### config.mk
export PLATFORM = sky130hd
export DESIGN_NAME = des_ahb_master
export DESIGN_NICKNAME = d
export VERILOG_FILES = /design/src/rtl/des_ahb_master.sv
export SDC_FILE = /design/constraint.sdc
export NUM_CORES = 1
export LEC_CHECK = 0
export ABC_AREA = 1
export ABC_CLOCK_PERIOD_IN_PS = 4600
export CAP_MARGIN = 20
export CELL_PAD_IN_SITES_DETAIL_PLACEMENT = 1
export CELL_PAD_IN_SITES_GLOBAL_PLACEMENT = 2
export CORE_MARGIN = 3
export CORE_UTILIZATION = 30
export CTS_CLUSTER_DIAMETER = 30
export DETAILED_ROUTE_END_ITERATION = 10
export MAX_ROUTING_LAYER = met4
export PLACE_DENSITY_LB_ADDON = 0.1
export RECOVER_POWER = 50
export SETUP_SLACK_MARGIN = 0.4
export SLEW_MARGIN = 20
export SYNTH_ARGS = -nofsm -noshare
export SYNTH_HDL_FRONTEND = slang
export SYNTH_SLANG_ARGS = --single-unit
### constraint.sdc
create_clock -name HCLK -period 4.6 [get_ports HCLK]
set_input_delay 1.15 -clock HCLK [delete_from_list [all_inputs] [get_ports HCLK]]
set_output_delay 1.15 -clock HCLK [all_outputs]
set_load 0.01 [all_outputs]
### src/rtl/des_ahb_master.sv
// des_ahb_master: AHB-Lite single-transfer master that runs one Triple-DES
// operation on the slave: write KEY1..KEY3, DATA and CTRL, poll STATUS until
// done, read RESULT, and hand it back to the host with a one-cycle strobe.
// Transfers are strictly non-pipelined: one address-phase cycle (NONSEQ),
// then a data phase (IDLE) that stretches while HREADY is low.
// Optional feature macro: DES_KEY_CACHE_EN -- when defined, the keys of the
// last successfully completed operation are remembered and an operation
// with identical keys starts directly at the DATA write.
module des_ahb_master #(
  parameter int unsigned POLL_LIMIT = 64,
  parameter logic [31:0] BASE_ADDR  = 32'h0000_0000
) (
  input  logic        HCLK,
  input  logic        HRESET,
  input  logic        start,
  input  logic        encrypt,
  input  logic [63:0] key1,
  input  logic [63:0] key2,
  input  logic [63:0] key3,
  input  logic [63:0] data_in,
  input  logic        HREADY,
  input  logic        HRESP,
  input  logic [63:0] HRDATA,
  output logic [31:0] HADDR,
  output logic        HWRITE,
  output logic [1:0]  HTRANS,
  output logic [2:0]  HSIZE,
  output logic [2:0]  HBURST,
  output logic [3:0]  HPROT,
  output logic        HMASTLOCK,
  output logic [63:0] HWDATA,
  output logic [63:0] result,
  output logic        result_valid,
  output logic        busy,
  output logic        error
);

  localparam logic [1:0]  HTRANS_IDLE   = 2'b00;
  localparam logic [1:0]  HTRANS_NONSEQ = 2'b10;
  localparam logic [15:0] POLL_LIMIT_C  = 16'(POLL_LIMIT);

  typedef enum logic [3:0] {
    S_IDLE   = 4'd0,
    S_W_KEY1 = 4'd1,
    S_W_KEY2 = 4'd2,
    S_W_KEY3 = 4'd3,
    S_W_DATA = 4'd4,
    S_W_CTRL = 4'd5,
    S_R_STAT = 4'd6,
    S_R_RES  = 4'd7,
    S_DONE   = 4'd8
  } state_e;

  state_e      state_q;
  logic        phase_q;          // 1'b0 address phase, 1'b1 data phase
  logic [31:0] haddr_q;
  logic        hwrite_q;
  logic [1:0]  htrans_q;
  logic [63:0] hwdata_q;
  logic [63:0] k1_q, k2_q, k3_q, data_q;
  logic        enc_q;
  logic [15:0] poll_q;
  logic [63:0] result_q;
  logic        result_valid_q;
  logic        busy_q;
  logic        error_q;

  logic [63:0] wdata_s;
  logic        cache_hit_s;
  state_e      first_state_s;
  logic        complete_s;
  logic        timeout_s;
  logic        op_ok_s;
  logic        op_err_s;

  // Slave register address for each bus state.
  function automatic logic [31:0] addr_of(input state_e s);
    case (s)
      S_W_KEY1: addr_of = BASE_ADDR + 32'h0000_0000;
      S_W_KEY2: addr_of = BASE_ADDR + 32'h0000_0008;
      S_W_KEY3: addr_of = BASE_ADDR + 32'h0000_0010;
      S_W_DATA: addr_of = BASE_ADDR + 32'h0000_0018;
      S_W_CTRL: addr_of = BASE_ADDR + 32'h0000_0020;
      S_R_STAT: addr_of = BASE_ADDR + 32'h0000_0028;
      S_R_RES:  addr_of = BASE_ADDR + 32'h0000_0030;
      default:  addr_of = BASE_ADDR;
    endcase
  endfunction

  // Successor of a write state once its transfer completes.
  function automatic state_e next_of(input state_e s);
    case (s)
      S_W_KEY1: next_of = S_W_KEY2;
      S_W_KEY2: next_of = S_W_KEY3;
      S_W_KEY3: next_of = S_W_DATA;
      S_W_DATA: next_of = S_W_CTRL;
      S_W_CTRL: next_of = S_R_STAT;
      default:  next_of = S_IDLE;
    endcase
  endfunction

  assign complete_s = (state_q != S_IDLE) && (state_q != S_DONE) && phase_q && HREADY;
  assign timeout_s  = (state_q == S_R_STAT) && !HRDATA[0] && ((poll_q + 16'd1) >= POLL_LIMIT_C);
  assign op_ok_s    = complete_s && !HRESP && (state_q == S_R_RES);
  assign op_err_s   = complete_s && (HRESP || timeout_s);
  assign first_state_s = cache_hit_s ? S_W_DATA : S_W_KEY1;

`ifdef DES_KEY_CACHE_EN
  logic [63:0] ck1_q, ck2_q, ck3_q;
  logic        cache_vld_q;

  assign cache_hit_s = cache_vld_q && (key1 == ck1_q) && (key2 == ck2_q) && (key3 == ck3_q);

  // Key cache: filled by a successful result read, dropped on any error.
  always_ff @(posedge HCLK or negedge HRESET) begin
    if (!HRESET) begin
      ck1_q       <= 64'd0;
      ck2_q       <= 64'd0;
      ck3_q       <= 64'd0;
      cache_vld_q <= 1'b0;
    end else if (op_err_s) begin
      cache_vld_q <= 1'b0;
    end else if (op_ok_s) begin
      ck1_q       <= k1_q;
      ck2_q       <= k2_q;
      ck3_q       <= k3_q;
      cache_vld_q <= 1'b1;
    end
  end
`else
  assign cache_hit_s = 1'b0;
`endif

  // Write data for the current bus state, taken from the latched operands.
  always_comb begin
    wdata_s = 64'd0;
    case (state_q)
      S_W_KEY1: wdata_s = k1_q;
      S_W_KEY2: wdata_s = k2_q;
      S_W_KEY3: wdata_s = k3_q;
      S_W_DATA: wdata_s = data_q;
      S_W_CTRL: wdata_s = {62'd0, enc_q, 1'b1};
      default:  wdata_s = 64'd0;
    endcase
  end

  // Operation sequencer: accepts start, walks the transfer list, handles errors.
  always_ff @(posedge HCLK or negedge HRESET) begin
    if (!HRESET) begin
      state_q        <= S_IDLE;
      phase_q        <= 1'b0;
      haddr_q        <= 32'd0;
      hwrite_q       <= 1'b0;
      htrans_q       <= HTRANS_IDLE;
      hwdata_q       <= 64'd0;
      k1_q           <= 64'd0;
      k2_q           <= 64'd0;
      k3_q           <= 64'd0;
      data_q         <= 64'd0;
      enc_q          <= 1'b0;
      poll_q         <= 16'd0;
      result_q       <= 64'd0;
      result_valid_q <= 1'b0;
      busy_q         <= 1'b0;
      error_q        <= 1'b0;
    end else begin
      result_valid_q <= 1'b0;
      error_q        <= 1'b0;
      case (state_q)
        S_IDLE: begin
          // A start coinciding with the error strobe is dropped.
          if (start && !error_q) begin
            k1_q     <= key1;
            k2_q     <= key2;
            k3_q     <= key3;
            data_q   <= data_in;
            enc_q    <= encrypt;
            poll_q   <= 16'd0;
            busy_q   <= 1'b1;
            state_q  <= first_state_s;
            phase_q  <= 1'b0;
            htrans_q <= HTRANS_NONSEQ;
            haddr_q  <= addr_of(first_state_s);
            hwrite_q <= 1'b1;
          end
        end
        S_DONE: begin
          state_q <= S_IDLE;
          busy_q  <= 1'b0;
        end
        default: begin
          if (!phase_q) begin
            phase_q  <= 1'b1;
            htrans_q <= HTRANS_IDLE;
            if (hwrite_q) begin
              hwdata_q <= wdata_s;
            end
          end else if (HREADY) begin
            if (op_err_s) begin
              if (!HRESP) begin
                poll_q <= poll_q + 16'd1;
              end
              state_q  <= S_IDLE;
              busy_q   <= 1'b0;
              error_q  <= 1'b1;
              hwrite_q <= 1'b0;
            end else if (state_q == S_R_STAT) begin
              phase_q  <= 1'b0;
              htrans_q <= HTRANS_NONSEQ;
              hwrite_q <= 1'b0;
              if (HRDATA[0]) begin
                state_q <= S_R_RES;
                haddr_q <= addr_of(S_R_RES);
              end else begin
                poll_q  <= poll_q + 16'd1;
                haddr_q <= addr_of(S_R_STAT);
              end
            end else if (state_q == S_R_RES) begin
              result_q       <= HRDATA;
              result_valid_q <= 1'b1;
              state_q        <= S_DONE;
            end else begin
              state_q  <= next_of(state_q);
              phase_q  <= 1'b0;
              htrans_q <= HTRANS_NONSEQ;
              haddr_q  <= addr_of(next_of(state_q));
              hwrite_q <= (next_of(state_q) != S_R_STAT);
            end
          end
        end
      endcase
    end
  end

  assign HADDR        = haddr_q;
  assign HWRITE       = hwrite_q;
  assign HTRANS       = htrans_q;
  assign HWDATA       = hwdata_q;
  assign HSIZE        = 3'b011;
  assign HBURST       = 3'b000;
  assign HPROT        = 4'b0011;
  assign HMASTLOCK    = 1'b0;
  assign result       = result_q;
  assign result_valid = result_valid_q;
  assign busy         = busy_q;
  assign error        = error_q;

endmodule

==> flow_summary_export.csv, run 1 <==
group,metric,value,unit
min_path,min_from,"result[40]",
clock_tree,cts_root_buf,"clkbuf_16",
sta,slew_violations,124,
floorplan,core-area,0.0584,mm²
sta,setup_viol,0,
floorplan,die_w,250,µm
detailed_routing,wl,60.1,mm
setup_path,reg2reg_slack,890,ps
clock_tree,h-tree-depth,3,
detailed_routing,vias,13800,
logic_synthesis,seq_area_frac_synth,0.578,
setup_path,required,5120,ps
sta,fin_skew,21.7,ps
setup_path,r2r_start,"state_q[0]",
sta,setup-tns-final,0,ps
floorplan,ioPinCount,503,
sta,tightest_slew,2580,ps
logic_synthesis,ys_warn_count,0,
global_route,antenna_found_initial,19,
detailed_routing,via_per_inst,4.55,
detailed_routing,drc,0,
clock_tree,clkLatencyLatePin,640,ps
clock_tree,clkTransAtPathRegs,40,ps
clock_tree,cts_resized,0,
layout,final_cells,3033,
detailed_routing,drt_iter0_drc,436,
logic_synthesis,syn_inst,1635,
power,p_leak,12.2,nW
clock_tree,cts_buffers,115,
sta,hold_viol_final,0,
layout,final_nets,2477,
setup_path,setup.worst_path.start,"state_q[0]",
setup_path,crit_type,"register to register",
global_route,grt_first_pass_wirelength,92.1,mm
clock_tree,ctsHoldBuffers,0,
clock_tree,cts_tree,"yes",
logic_synthesis,synth_area,0.0179,mm²
setup_path,worstPathArrival,4230,ps
layout,drive_above_1_share,0.245,
layout,synthToLayoutAreaGrowth,52.7,%
layout,multiInputGateArea,0.00690,mm²
sta,slew_headroom,-0.717,
logic_synthesis,avgSynthCellArea,11.0,µm²
placement,dp_cells,2798,
logic_synthesis,synth_enable_flop_cells,0,
detailed_routing,drt_first_pass_iters,4,
setup_path,endpoint_kind,"register",
placement,gp_congestion,0.768,
sta,fmax,0.269,GHz
clock_tree,cts_setup_buffers,0,
detailed_routing,final_antenna_net_count,0,
layout,fillers,6212,
floorplan,dieArea,0.0627,mm²
logic_synthesis,async_reset_ff_frac,1.00,
clock_tree,cts.sink_count,414,
global_route,track_usage,0.196,
clock_tree,clock_path_buffers,3,
power,peakVddDrop,0.348,mV
placement,dp_hpwl,40.6,mm
logic_synthesis,synth_ff_type,"dfrtp_1",
floorplan,chipHeight,250,µm
setup_path,start_kind,"register",
sta,min_period,3710,ps
power,powerDensity,736,mW/mm²
outcome,status,"finished, violations left",
layout,layout.area.seq,0.0104,mm²
setup_path,crit_fanout,149,
placement,io_buffers,461,
sta,period_share,0.807,
min_path,hold_path_class,"register to register",
outcome,violations,"capacitance limit, slew limit",
floorplan,fp-row-count,88,
global_route,gr-total-overflow,0,
global_route,grt_max_degree,150,
global_route,grt_pass1_vias,15500,
logic_synthesis,synth_seq_cells,414,
run,cap_violations,3,
sta,rsz0062_at_grt,"no",
detailed_routing,wire_per_inst,19.8,µm
floorplan,initial_core_util,0.307,
logic_synthesis,synth.distinct_cells,37,
[registers in the layout, indices dropped and copies added (netlist names), 3 cells and up]
name     cells
HADDR        3
HWDATA      64
k1_q        64
k2_q        64
result      64
poll_q      16
state_q      4
k3_q        64
data_q      64
[final timing paths]
kind / cells past startpoint / end
min in group asynchronous: 1 / result[8]
min: 2 / result[40]
max in group asynchronous: 2 / result[44]
max: 6 / k3_q[31]
min reg2reg: 2 / result[40]
max reg2reg: 6 / k3_q[31]
[cell usage after synthesis, drive strengths merged (2+ instances only)]
master	count	area, µm²
nor2	46	188
nand2	557	2110
clkbuf	34	128
dfrtp	414	10400
nand4	70	444
nand3	25	130
or2	3	18.8
o21bai	3	22.5
o21ai	9	48.8
inv	37	139
mux2	317	3570
buf	89	581
clkinv	2	7.51
nand3b	3	22.5
a21oi	14	70.1
conb	2	7.51
[final cells by class]
cell class              instances  area share
clock buffers                 174       0.128
diodes                         22     0.00201
clock inverters                39      0.0222
well taps                     765      0.0350
multi-input cells            1098       0.252
repair buffers                482       0.177
flip-flops and latches        414       0.379
inverters                      39     0.00535
[layer usage]
layer,wire (µm),global-route usage
met3,4570,0.0697
met4,1750,0.0771
met2,30000,0.325
met1,23800,0.215
met5,0,-
[layout by cell type, fill, tap and decap left out, types with 3 or more instances in the layout]
cell	Yosys	final
dfrtp_1	414	414
diode_2	0	22
nand2_1	552	552
nand3b_1	3	3
mux2_2	317	317
o21ai_0	8	8
clkbuf_8	0	37
nand2_4	2	3
or2_2	3	3
nor2_1	42	39
conb_1	2	41
buf_12	0	7
clkdlybuf4s50_1	0	460
nor2_4	1	5
nand3_1	24	24
clkinv_2	0	18
clkbuf_16	0	116
clkbuf_1	34	21
buf_4	43	12
clkbuf_2	0	3
nand4_1	69	69
o21bai_1	3	3
a21oi_1	14	14
inv_1	36	36
bufinv_16	0	13
[logic make-up after synthesis]
family          Yosys count  synth area share
simple gates            707             0.164
xor+xnor                  1          0.000489
flops                   414             0.578
fa+ha+maj                 1          0.000698
compound gates           31           0.00984
other cells               2          0.000419
buf+inv                 162            0.0477
mux                     317             0.199
[power by group]
| group | internal (W) | total (W) | leakage (nW) | switching [W] |
|---|---|---|---|---|
| Sequential | 0.00535 | 0.00621 | 5.12 | 0.000863 |
| Clock | 0.00588 | 0.00819 | 2.02 | 0.00231 |
| Combinational | 0.00306 | 0.00573 | 5.10 | 0.00267 |
[metrics by stage]
stage	instance area [µm²]	setup WS, ps	hold WS, ps	utilization	total power [W]
floorplan	18100	2190	458	-	0.00955
global placement	23200	1160	456	0.398	0.0119
detailed placement	23200	1050	465	0.398	0.0121
CTS	27300	1410	475	0.468	0.0205
global route	27400	590	489	0.469	0.0214
finish	27400	887	470	0.469	0.0201
[worst max-delay path, stage by stage, from the launching register on]
cell,delay (ps)
dfrtp_1,410
nor2_1,240
inv_1,120
nor2_1,1250
nand2_4,370
buf_12,360
mux2_2,500
Power figures use the tool's default switching activity.
==> run 2: changes to the inputs <==
--- a/config.mk
+++ b/config.mk
@@ -6,7 +6,7 @@
 export NUM_CORES = 1
 export LEC_CHECK = 0
 export ABC_AREA = 1
-export ABC_CLOCK_PERIOD_IN_PS = 4600
+export ABC_CLOCK_PERIOD_IN_PS = 3700
 export CAP_MARGIN = 20
 export CELL_PAD_IN_SITES_DETAIL_PLACEMENT = 1
 export CELL_PAD_IN_SITES_GLOBAL_PLACEMENT = 2
==> constraint.sdc (replaced) <==
create_clock -name HCLK -period 3.7 [get_ports HCLK]
set_input_delay 0.925 -clock HCLK [delete_from_list [all_inputs] [get_ports HCLK]]
set_output_delay 0.925 -clock HCLK [all_outputs]
set_load 0.01 [all_outputs]
==> flow_summary_export.csv, run 2 (synthesis results as in run 1) <==
group,metric,value,unit
sta,setup_viol,0,
clock_tree,clkLatencyLatePin,650,ps
sta,slew_violations,143,
layout,drive_above_1_share,0.247,
setup_path,required,4210,ps
outcome,violations,"capacitance limit, slew limit",
power,powerDensity,922,mW/mm²
detailed_routing,drc,0,
global_route,grt_pass1_vias,15500,
detailed_routing,drt_iter0_drc,453,
floorplan,die_w,250,µm
sta,min_period,3200,ps
clock_tree,clock_path_buffers,3,
clock_tree,cts_root_buf,"clkbuf_16",
clock_tree,clkTransAtPathRegs,40,ps
floorplan,dieArea,0.0627,mm²
sta,worst_slack,499,ps
detailed_routing,final_antenna_net_count,0,
placement,dp_hpwl,41.2,mm
global_route,track_usage,0.197,
layout,final_nets,2488,
setup_path,endpoint_kind,"register",
floorplan,chipHeight,250,µm
placement,pre_cts_slack,725,ps
floorplan,fp-row-count,88,
min_path,hold_path_class,"register to register",
sta,setup-tns-final,0,ps
detailed_routing,drt_first_pass_iters,4,
sta,period_share,0.865,
layout,synthToLayoutAreaGrowth,53.2,%
sta,rsz0062_at_grt,"no",
placement,io_buffers,461,
sta,tightest_slew,2370,ps
setup_path,worstPathArrival,3710,ps
clock_tree,ctsHoldBuffers,0,
clock_tree,cts_setup_buffers,0,
global_route,grt_first_pass_wirelength,93.2,mm
detailed_routing,via_per_inst,4.58,
global_route,antenna_found_initial,17,
detailed_routing,vias,13900,
sta,hold_viol_final,0,
detailed_routing,wl,60.8,mm
outcome,status,"finished, violations left",
run,cap_violations,2,
layout,fillers,6236,
layout,layout_common_cells,"nand2_1, clkdlybuf4s50_1, dfrtp_1",
power,peakVddDrop,0.478,mV
clock_tree,h-tree-depth,3,
sta,fmax,0.312,GHz
clock_tree,cts_resized,0,
floorplan,initial_core_util,0.307,
setup_path,crit_type,"register to register",
sta,fin_skew,20.4,ps
global_route,gr-total-overflow,0,
clock_tree,cts_buffers,114,
placement,gp_congestion,0.780,
layout,final_common_cell,"nand2_1",
floorplan,ioPinCount,503,
power,p_leak,12.3,nW
detailed_routing,wire_per_inst,20.0,µm
floorplan,core-area,0.0584,mm²
setup_path,crit_fanout,104,
global_route,grt_max_degree,105,
clock_tree,cts.sink_count,414,
sta,slew_headroom,-0.579,
power,p_total,0.0253,W
clock_tree,cts_tree,"yes",
setup_path,start_kind,"register",
run 2: cell types whose count changed in the layout (fill, tap and decap cells not counted), sizes merged:
cell      previous run  this run
buf                 19        21
bufinv              13        21
clkbuf             177       166
clkinv              23        31
clkinvlp             2         6
diode               22        19
inv                 40        38
run 2: through the flow:
step / std cells / utilization / hold slack, ps / area, µm²
4_1_cts: 3020 / 0.471 / 290 / 27500
5_1_grt: 3037 / 0.471 / 495 / 27500
3_3_place_gp: 2810 / 0.401 / 460 / 23400
6_report: 3039 / 0.471 / 472 / 27500
2_1_floorplan: 1674 / - / 458 / 18100
3_5_place_dp: 2810 / 0.401 / 465 / 23400
run 2: final timing paths:
kind | startpoint | to | slack [ps] | depth (start not counted)
setup / recovery | state_q[3] | k1_q[2] | 500 | 8
hold reg to reg | result[43] | result[43] | 470 | 2
max in group asynchronous | HRESET | poll_q[8] | 860 | 2
setup reg to reg | state_q[3] | k1_q[2] | 500 | 8
min in group asynchronous | HRESET | result[57] | 950 | 1
hold / removal | result[43] | result[43] | 470 | 2
run 2: routing by layer:
| metal | global-route usage | vias to the layer above | routed length [µm] |
|---|---|---|---|
| met3 | 0.0712 | 92 | 4460 |
| li1 | - | 6462 | - |
| met4 | 0.0626 | 0 | 1220 |
| met1 | 0.216 | 7011 | 24200 |
| met2 | 0.334 | 356 | 31000 |
| met5 | - | - | 0 |
run 2: layout make-up:
| class | instances | area [µm²] | share of cell area |
|---|---|---|---|
| Tap cell | 765 | 957 | 0.0349 |
| Clock inverter | 57 | 925 | 0.0337 |
| Multi-Input combinational cell | 1098 | 6910 | 0.252 |
| Sequential cell | 414 | 10400 | 0.377 |
| Inverter | 39 | 146 | 0.00533 |
| Antenna cell | 19 | 47.5 | 0.00173 |
| Clock buffer | 153 | 3200 | 0.116 |
| Timing Repair Buffer | 494 | 4920 | 0.179 |
run 2: worst max-delay path, cell delays in order (launching register included):
cell and delay [ps]:
dfrtp_1 450, nor2_1 80, inv_1 240, nor2_2 50, clkbuf_1 440, nand2_4 220
buf_12 260, buf_6 740, mux2_2 420
run 2: report_power, final:
part	switching [W]	total, W	internal [W]
Sequential	0.00110	0.00775	0.00665
Combinational	0.00334	0.00719	0.00385
Clock	0.00294	0.0104	0.00745
Total	0.00738	0.0253	0.0179
==> run 3: changes to the inputs <==
--- a/config.mk
+++ b/config.mk
@@ -6,7 +6,7 @@
 export NUM_CORES = 1
 export LEC_CHECK = 0
 export ABC_AREA = 1
-export ABC_CLOCK_PERIOD_IN_PS = 3700
+export ABC_CLOCK_PERIOD_IN_PS = 3100
 export CAP_MARGIN = 20
 export CELL_PAD_IN_SITES_DETAIL_PLACEMENT = 1
 export CELL_PAD_IN_SITES_GLOBAL_PLACEMENT = 2
==> constraint.sdc (replaced) <==
create_clock -name HCLK -period 3.1 [get_ports HCLK]
set_input_delay 0.775 -clock HCLK [delete_from_list [all_inputs] [get_ports HCLK]]
set_output_delay 0.775 -clock HCLK [all_outputs]
set_load 0.01 [all_outputs]
==> flow_summary_export.csv, run 3 (synthesis results as in run 1) <==
group,metric,value,unit
detailed_routing,drt_first_pass_iters,4,
setup_path,crit_chain,"nor2_1, inv_1, nor2_1, nand2_1, buf_12, buf_12, mux2_2",
setup_path,r2r_start,"state_q[0]",
min_path,whs_path_depth,2,
sta,tightest_slew,1800,ps
sta,period_share,0.845,
floorplan,initial_core_util,0.307,
placement,pre_cts_slack,358,ps
detailed_routing,drc,0,
sta,fmax,0.382,GHz
layout,final_common_cell,"nand2_1",
clock_tree,clkLatencyLatePin,650,ps
detailed_routing,wl,60.7,mm
sta,setup-tns-final,0,ps
setup_path,worstPathArrival,3130,ps
power,p_int,0.0210,W
floorplan,die_w,250,µm
clock_tree,clock_path_buffers,3,
floorplan,chipHeight,250,µm
layout,final_nets,2498,
outcome,status,"finished, violations left",
clock_tree,ctsHoldBuffers,0,
layout,drive_above_1_share,0.251,
global_route,grt_pass1_vias,15500,
global_route,gr-total-overflow,0,
global_route,grt_first_pass_wirelength,92.7,mm
sta,worst_slack,480,ps
setup_path,critical_path_depth,7,
power,power_frac_seq,0.310,
sta,slew_headroom,-0.200,
setup_path,reg2reg_slack,480,ps
layout,fillers,6243,
detailed_routing,wire_per_inst,19.9,µm
clock_tree,cts_tree,"yes",
layout,synthToLayoutAreaGrowth,53.5,%
floorplan,ioPinCount,503,
detailed_routing,drt_iter0_drc,493,
clock_tree,cts_root_buf,"clkbuf_16",
placement,gp_congestion,0.775,
clock_tree,cts_buffers,114,
min_path,hold-path-endpoint,"result[7]",
setup_path,endpoint_kind,"register",
min_path,min_from,"result[7]",
outcome,violations,"capacitance limit, slew limit",
placement,io_buffers,461,
clock_tree,cts.sink_count,414,
floorplan,dieArea,0.0627,mm²
setup_path,crit_type,"register to register",
power,p_leak,12.3,nW
power,p_clk_frac,0.400,
detailed_routing,final_antenna_net_count,0,
run,cap_violations,1,
power,power_frac_comb,0.291,
min_path,hold_path_class,"register to register",
sta,fin_skew,28.1,ps
floorplan,fp-row-count,88,
setup_path,crit_family,"simple AND/OR/NAND/NOR gates",
sta,min_period,2620,ps
setup_path,start_kind,"register",
power,p_switching,0.00883,W
global_route,grt_max_degree,79,
setup_path,crit_fanout,40,
global_route,track_usage,0.197,
setup_path,crit_path_top_delay_cell,"nand2_1",
floorplan,core-area,0.0584,mm²
detailed_routing,via_per_inst,4.57,
setup_path,r2r_cells,7,
layout,layout_common_cells,"nand2_1, clkdlybuf4s50_1, dfrtp_1",
global_route,antenna_found_initial,18,
clock_tree,clkTransAtPathRegs,40,ps
sta,hold_viol_final,0,
sta,setup_viol,0,
placement,dp_hpwl,41.6,mm
setup_path,crit_path_max_incr_delay,510,ps
power,swShare,0.296,
power,powerDensity,1080,mW/mm²
setup_path,path_buf_inv,3,
setup_path,required,3610,ps
sta,slew_violations,54,
setup_path,regToRegEndpoint,"k2_q[24]",
clock_tree,h-tree-depth,3,
sta,rsz0062_at_grt,"no",
power,peakVddDrop,0.538,mV
detailed_routing,vias,14000,
-- run 3: final cells by class --
cell class / instances / area, µm² / share of cell area
diodes: 19 / 47.5 / 0.00173
clock buffers: 165 / 3350 / 0.122
clock inverters: 51 / 659 / 0.0240
inverters: 39 / 149 / 0.00541
multi-input cells: 1098 / 6910 / 0.251
flip-flops and latches: 414 / 10400 / 0.377
well taps: 765 / 957 / 0.0348
repair buffers: 504 / 5080 / 0.185
-- run 3: worst register-to-register path, cell delays in order (launching register included) --
cell     delay, ps
dfrtp_1        420
nor2_1         190
inv_1          120
nor2_1         370
nand2_1        510
buf_12         350
buf_12         210
mux2_2         330
-- run 3: through the flow --
stage	cells	hold slack [ps]	util	total power [W]	area, µm²
floorplan	1674	458	-	0.0142	18100
global placement	2818	461	0.403	0.0179	23500
detailed placement	2818	465	0.403	0.0181	23500
CTS	3034	90.5	0.472	0.0304	27500
global route	3054	497	0.471	0.0316	27500
finish	3055	473	0.471	0.0298	27500
-- run 3: timing repair --
action / 4_1_cts / 5_1_grt
setup endpoints to repair: 0 / 89
resized for setup: 0 / 6
setup buffers: 0 / 2
-- run 3: how the worst max path moves through the flow --
stage / from / end
finish: state_q[0] / k2_q[24]
global route: state_q[3] / poll_q[0]
CTS: poll_q[0] / result[18]
detailed placement: HRDATA[0] / result[24]
global placement: HRDATA[0] / result[50]
floorplan: poll_q[0] / result[10]
-- run 3: power by group through the flow --
stage	registers [W]	clock network, W	logic, W
global placement	0.00923	0	0.00862
detailed placement	0.00932	0	0.00882
CTS	0.00928	0.0122	0.00887
global route	0.00957	0.0125	0.00954
finish	0.00924	0.0119	0.00867
floorplan	0.00928	0	0.00489
-- run 3: layer usage --
layer	track usage	share of wire	vias to the layer above
li1	-	-	6504
met1	0.223	0.41	7035
met2	0.330	0.50	339
met3	0.0682	0.068	83
met4	0.0555	0.019	0
met5	-	0	-
